File: src/rtl/div_unit_if.sv
// div_unit_if: request/response bundle between the execute stage and the divider.
//   master (EX side)   : drives start/signed/annul/operands, observes busy/ready/results
//   slave  (div_unit)  : the reverse
// Signals:
//   start_i     divide request, held by EX until ready_o is seen
//   signed_i    1 = DIV (two's complement), 0 = DIVU
//   annul_i     flush/exception kill of the current request
//   dividend_i  numerator (rs)
//   divisor_i   denominator (rt)
//   busy_o      combinational stall request
//   ready_o     one-cycle result-valid pulse
//   quotient_o  quotient (to LO)
//   remainder_o remainder (to HI)
interface div_unit_if #(
  parameter int DATA_W = 32
);
  logic              start_i;
  logic              signed_i;
  logic              annul_i;
  logic [DATA_W-1:0] dividend_i;
  logic [DATA_W-1:0] divisor_i;
  logic              busy_o;
  logic              ready_o;
  logic [DATA_W-1:0] quotient_o;
  logic [DATA_W-1:0] remainder_o;

  modport master (
    output start_i, signed_i, annul_i, dividend_i, divisor_i,
    input  busy_o, ready_o, quotient_o, remainder_o
  );

  modport slave (
    input  start_i, signed_i, annul_i, dividend_i, divisor_i,
    output busy_o, ready_o, quotient_o, remainder_o
  );
endinterface

File: src/rtl/div_unit.sv
// div_unit: multi-cycle radix-2 restoring divider (DIV / DIVU) for the execute stage.
// Ports:
//   clk_i  rising-edge clock
//   rst_i  asynchronous active-high reset
//   bus    div_unit_if.slave (request, stall, result handshake)
// One quotient bit is produced per CALC cycle on operand magnitudes; signs are
// applied on the last iteration. Divide-by-zero bypasses CALC and returns
// all-ones / raw dividend. Annul drops the request without touching results.
module div_unit #(
  parameter int DATA_W = 32
) (
  input  logic        clk_i,
  input  logic        rst_i,
  div_unit_if.slave   bus
);
  localparam int CW = $clog2(DATA_W) + 1;

  typedef enum logic [1:0] {IDLE, CALC, DONE} state_e;

  state_e            state_q, state_d;
  logic [CW-1:0]     cnt_q;
  logic [DATA_W-1:0] rem_q;   // partial remainder
  logic [DATA_W-1:0] dvd_q;   // dividend shifts out MSB-first, quotient shifts in
  logic [DATA_W-1:0] dsr_q;   // divisor magnitude
  logic              neg_quo_q, neg_rem_q;
  logic [DATA_W-1:0] quo_res_q, rem_res_q;

  logic              go, dsr_zero, last;
  logic [DATA_W:0]   trial;
  logic [DATA_W-1:0] rem_nx, dvd_nx;
  logic              dvd_neg, dsr_neg;

  assign go       = bus.start_i & ~bus.annul_i;
  assign dsr_zero = (bus.divisor_i == '0);
  assign last     = (cnt_q == CW'(DATA_W - 1));
  assign dvd_neg  = bus.signed_i & bus.dividend_i[DATA_W-1];
  assign dsr_neg  = bus.signed_i & bus.divisor_i[DATA_W-1];

  // Trial subtract on DATA_W+1 bits; bit DATA_W set means it went negative.
  // rem_q < dsr_q always holds, so the restored shift never overflows DATA_W.
  assign trial  = {rem_q, dvd_q[DATA_W-1]} - {1'b0, dsr_q};
  assign rem_nx = trial[DATA_W] ? {rem_q[DATA_W-2:0], dvd_q[DATA_W-1]}
                                : trial[DATA_W-1:0];
  assign dvd_nx = {dvd_q[DATA_W-2:0], ~trial[DATA_W]};

  always_ff @(posedge clk_i or posedge rst_i) begin
    if (rst_i) state_q <= IDLE;
    else       state_q <= state_d;
  end

  always_comb begin
    state_d = state_q;
    unique case (state_q)
      IDLE: if (go) state_d = dsr_zero ? DONE : CALC;
      CALC: begin
        if (bus.annul_i) state_d = IDLE;
        else if (last)   state_d = DONE;
      end
      DONE:    state_d = IDLE;
      default: state_d = IDLE;
    endcase
  end

  always_ff @(posedge clk_i or posedge rst_i) begin
    if (rst_i) begin
      cnt_q     <= '0;
      rem_q     <= '0;
      dvd_q     <= '0;
      dsr_q     <= '0;
      neg_quo_q <= 1'b0;
      neg_rem_q <= 1'b0;
      quo_res_q <= '0;
      rem_res_q <= '0;
    end else begin
      unique case (state_q)
        IDLE: begin
          if (go) begin
            if (dsr_zero) begin
              quo_res_q <= '1;
              rem_res_q <= bus.dividend_i;
            end else begin
              dvd_q     <= dvd_neg ? -bus.dividend_i : bus.dividend_i;
              dsr_q     <= dsr_neg ? -bus.divisor_i  : bus.divisor_i;
              neg_quo_q <= dvd_neg ^ dsr_neg;
              neg_rem_q <= dvd_neg;
              rem_q     <= '0;
              cnt_q     <= '0;
            end
          end
        end
        CALC: begin
          if (!bus.annul_i) begin
            rem_q <= rem_nx;
            dvd_q <= dvd_nx;
            cnt_q <= cnt_q + 1'b1;
            if (last) begin
              quo_res_q <= neg_quo_q ? -dvd_nx : dvd_nx;
              rem_res_q <= neg_rem_q ? -rem_nx : rem_nx;
            end
          end
        end
        default: ;
      endcase
    end
  end

  assign bus.busy_o      = ((state_q == IDLE) & go & ~dsr_zero) | (state_q == CALC);
  // An annul landing in DONE kills the pulse but leaves the registered result.
  assign bus.ready_o     = (state_q == DONE) & ~bus.annul_i;
  assign bus.quotient_o  = quo_res_q;
  assign bus.remainder_o = rem_res_q;
endmodule

File: src/flat_wrapper.sv
// flat-port wrapper written by rule: the top's interface ports become plain ports
module div_unit_flat 
#(
  parameter int DATA_W = 32
)
  (clk_i, rst_i, bus_start_i, bus_signed_i, bus_annul_i, bus_dividend_i, bus_divisor_i, bus_busy_o, bus_ready_o, bus_quotient_o, bus_remainder_o);
  div_unit_if #(.DATA_W(DATA_W)) bus_i ();
  input  logic clk_i;
  input  logic rst_i;
  input wire logic [$bits(bus_i.start_i)-1:0] bus_start_i;
  input wire logic [$bits(bus_i.signed_i)-1:0] bus_signed_i;
  input wire logic [$bits(bus_i.annul_i)-1:0] bus_annul_i;
  input wire logic [$bits(bus_i.dividend_i)-1:0] bus_dividend_i;
  input wire logic [$bits(bus_i.divisor_i)-1:0] bus_divisor_i;
  output wire logic [$bits(bus_i.busy_o)-1:0] bus_busy_o;
  output wire logic [$bits(bus_i.ready_o)-1:0] bus_ready_o;
  output wire logic [$bits(bus_i.quotient_o)-1:0] bus_quotient_o;
  output wire logic [$bits(bus_i.remainder_o)-1:0] bus_remainder_o;
  assign bus_i.start_i = bus_start_i;
  assign bus_i.signed_i = bus_signed_i;
  assign bus_i.annul_i = bus_annul_i;
  assign bus_i.dividend_i = bus_dividend_i;
  assign bus_i.divisor_i = bus_divisor_i;
  assign bus_busy_o = bus_i.busy_o;
  assign bus_ready_o = bus_i.ready_o;
  assign bus_quotient_o = bus_i.quotient_o;
  assign bus_remainder_o = bus_i.remainder_o;
  div_unit #(.DATA_W(DATA_W)) u_core (.clk_i(clk_i), .rst_i(rst_i), .bus(bus_i));
endmodule
File: config.mk
export PLATFORM = sky130hd
export DESIGN_NAME = div_unit_flat
export DESIGN_NICKNAME = d
export VERILOG_FILES = /design/src/rtl/div_unit_if.sv /design/src/rtl/div_unit.sv /design/src/flat_wrapper.sv
export SDC_FILE = /design/constraint.sdc
export NUM_CORES = 1
export LEC_CHECK = 0
export ABC_AREA = 1
export CORE_ASPECT_RATIO = 0.75
export CORE_MARGIN = 3
export CORE_UTILIZATION = 50
export CTS_BUF_LIST = sky130_fd_sc_hd__clkbuf_8 sky130_fd_sc_hd__clkbuf_16
export CTS_CLUSTER_DIAMETER = 40
export CTS_CLUSTER_SIZE = 10
export DETAILED_ROUTE_END_ITERATION = 12
export GPL_TIMING_DRIVEN = 0
export MAX_ROUTING_LAYER = met4
export PLACE_DENSITY = 0.71
export SLEW_MARGIN = 5
export SYNTH_ARGS = -nofsm -noshare
export SYNTH_HDL_FRONTEND = slang
export SYNTH_SLANG_ARGS = --single-unit
File: constraint.sdc
create_clock -name clk_i -period 15 [get_ports clk_i]
set_clock_uncertainty 0.1 [all_clocks]
set_input_delay 2.25 -clock clk_i [delete_from_list [all_inputs] [get_ports clk_i]]
set_output_delay 2.25 -clock clk_i [all_outputs]
set_load 0.02 [all_outputs]
==> summary.txt <==
Status
  – Status: finished, final reports clean

Worst setup path
  – R2r setup slk: 9600 ps
  – Setup crit start kind: input port
  – R2R cell count: 31
  – Worst Setup SP: bus_divisor_i[0]
  – Critical Path, Cell by Cell: clkdlybuf4s50_1 > inv_1 > ha_1 > nand3_1 > nor3_1 > inv_1 > nor3_2 > nand4_1 > nor2_1 > nand2_1 > inv_1 > nor2_2 > inv_1 > clkbuf_1 > buf_1 > nand2_1 > clkdlybuf4s50_1
  – Slowest stage cell, crit path: buf_1
  – Crit path kind: in2out
  – CP Capture Type: output port
  – Worst path depth: 17
  – CP bufs+invs: 8
  – Worst R2R End: u_core.bus.quotient_o[28]
  – CP max FO: 10
  – Max incr delay on CP: between 800 and 900 ps
  – R2R Path Start: u_core.dvd_q[31]
  – Top delay family on crit path: buffers and inverters
  – Crit path required time: 12650 ps
  – Crit path to: bus_busy_o
  – CP most frequent cell: inv_1
  – Worst path arrival time: 6960 ps

Routing
  – DRC viols: 0
  – Drt wl/cell: 20.41 µm
  – Routed vias/inst: approximately 5.8
  – Post-DRT Antenna Nets: 0
  – Final wirelength: around 54000 µm
  – DR iter-0 viols: 2150
  – Via count: 15400
  – 1st-pass router iterations: 8

GRT
  – All-Layer GR Usage: approximately 38%
  – Met3 Use GR: about 14%
  – Grt met2 use: 47.70%
  – Vias in the first global route: 13930
  – Top Usage Layer GRT: met1
  – First-pass GRT wire length: 81790 µm
  – Largest net degree at the start of global routing: 91
  – Initial antenna violation count: 0
  – GRT overflow: 0
  – GR Layer Usage met1: 57.26%

Yosys
  – Syn Inst Count: 2145
  – Synthesized area: between 10000 and 15000 µm²
  – Post-synth cell types: 55
  – Largest cells by area after synthesis: dfrtp_1 (31%), nand2_1 (18%), inv_1 (8.4%), nor2_1 (6.0%), nand3_1 (5.0%)
  – Syn Nets: 2252
  – Synth warnings: 0
  – Top cell type's share of synthesized area: 31.13%
  – Synth Register Bits: 170
  – Seq/Total Area, Yosys: 31.13%
  – Mean post-synth cell area: 6.370 µm²
  – Cell taking the most area after synthesis: dfrtp_1

Finish
  – Most frequent cells in the layout: nand2_1 (663), inv_1 (307), nor2_1 (217)
  – Fin util: 60.68%
  – ANT cells: 0
  – Final Net Count: 2406
  – Ratio of cells with drive above 1 in the final layout: under 10%
  – Area delta synth->final: 17.31%
  – Commonest non-fill, non-tap cell in the layout: nand2_1
  – Post-route cell area: ~16000 µm²

Clocking
  – H-Tree Depth: 4
  – Worst-path clk slew: about 70 ps
  – CTS tree: yes
  – Post-CTS Setup Inserts: 0
  – Total CTS buffers: 17
  – Sink Count: 170
  – Root Buffer: clkbuf_16
  – Clk buf depth: 2
  – Hold_buf cts: 0
  – Worst-skew pair later-pin latency: 440 ps
  – Resize count post-CTS: 0

STA
  – Final setup fails: 0
  – RSZ-0062 raised after global routing: no
  – Final Hold Viols: 0
  – Setup Total Neg Slack: 0 ps
  – Final Slew Violations: 0
  – Slew HR: 28.49%
  – Fmax: 107.4 MHz
  – Hold_ws: 378.2 ps
  – Worst-Margin Slew: 1073 ps
  – Final cycle utilization of the critical path: 62.06%
  – Final worst path period need: 9310 ps

Placement
  – IO Port Bufs: 134
  – DP Area: 15470 µm²
  – Final HPWL DP: 43380 µm
  – Placer Congestion: 1.037

Hold path
  – HP Class: reg2reg

Floorplan
  – FP Rows: about 50
  – Core Area: 26420 µm²
  – Die Height: 149.2 µm
  – Die W: 196.9 µm
  – # IOs: 135
  – DIE AREA: 29370 µm²
  – Starting Density: 51.72%

Job
  – Max-cap viol count: 0
==> per-stage QoR <==
step           std cells  setup slack [ps]
2_1_floorplan       2145              8047
5_1_grt             2655              5674
4_1_cts             2655              6020
3_5_place_dp        2624              6052
6_report            2655              5690
3_3_place_gp        2623              5634
==> worst register-to-register path, delay by kind of cell, from the launching register on <==
| kind | cells | cell delay [ps] |
|---|---|---|
| adders and majority gates | 3 | 780 |
| buffers and inverters | 6 | 700 |
| and+or+nand+nor | 17 | 2320 |
| AOI/OAI and AO/OA | 5 | 1030 |
| DFF | 1 | 390 |
==> final cells by class <==
| class | count | area, µm² |
|---|---|---|
| fillers | 2580 | 10390 |
| well taps | 344 | 430.4 |
| clock inverters | 13 | 118.9 |
| flip-flops and latches | 170 | 4254 |
| multi-input cells | 1585 | 7858 |
| inverters | 315 | 1190 |
| repair buffers | 135 | 1369 |
| plain buffers | 75 | 370.4 |
| clock buffers | 18 | 439.2 |
==> synthesized netlist by cell type (all sizes together) <==
cell     count
nor4        11
nand2      697
a311oi       2
o22ai       29
buf         27
fa           1
o22a         1
a22o         1
nor3        36
xor2        47
o31ai       12
o211ai      27
dfrtp      170
ha          37
a31oi       24
nand3      147
a21o         2
nor3b        1
a32oi        2
o41ai        1
or2          3
nand4       22
o311ai       2
or3          1
o21ai      118
o221ai       2
a211oi       1
and3         1
a21oi       88
clkbuf      48
clkinv       1
nor2       235
a41oi        4
nand3b      11
and2         2
inv        314
a2111oi      1
o21bai       5
xnor2       11
==> logic make-up (layout without fill, tap and decap cells) <==
group / after synthesis / after routing / synth area share (%)
compound gates: 322 / 322 / 13.83
xor+xnor: 58 / 58 / 3.718
fa+ha+maj: 38 / 38 / 3.534
buf+inv: 390 / 556 / 11.36
flops: 170 / 170 / 31.13
simple gates: 1167 / 1167 / 36.43
==> flip-flops by register name (all words and copies together), names as in the netlist <==
name                    flops
u_core.bus.quotient_o      32
u_core.bus.remainder_o     32
u_core.dsr_q               32
u_core.dvd_q               32
u_core.rem_q               32
u_core.cnt_q                6
u_core.state_q              2
u_core.neg_quo_q            1
u_core.neg_rem_q            1
==> layer usage <==
metal  vias to the layer above  routed length (µm)
li1                       7184                   -
met1                      7181               24600
met2                       947               20220
met3                        89                8431
met4                         0                 949
met5                         -                   0
==> worst min-delay path by stage <==
stage          cells after the start                       start                         end
2_1_floorplan                      2            u_core.dsr_q[12]            u_core.dsr_q[12]
3_3_place_gp                       2   u_core.bus.quotient_o[15]   u_core.bus.quotient_o[15]
3_5_place_dp                       2   u_core.bus.quotient_o[15]   u_core.bus.quotient_o[15]
4_1_cts                            2  u_core.bus.remainder_o[17]  u_core.bus.remainder_o[17]
5_1_grt                            2  u_core.bus.remainder_o[15]  u_core.bus.remainder_o[15]
6_report                           2   u_core.bus.quotient_o[15]   u_core.bus.quotient_o[15]
Power is left out: the tool's default activity adds up to more than one toggle a clock period on the data nets, which glitch-free logic cannot reach.
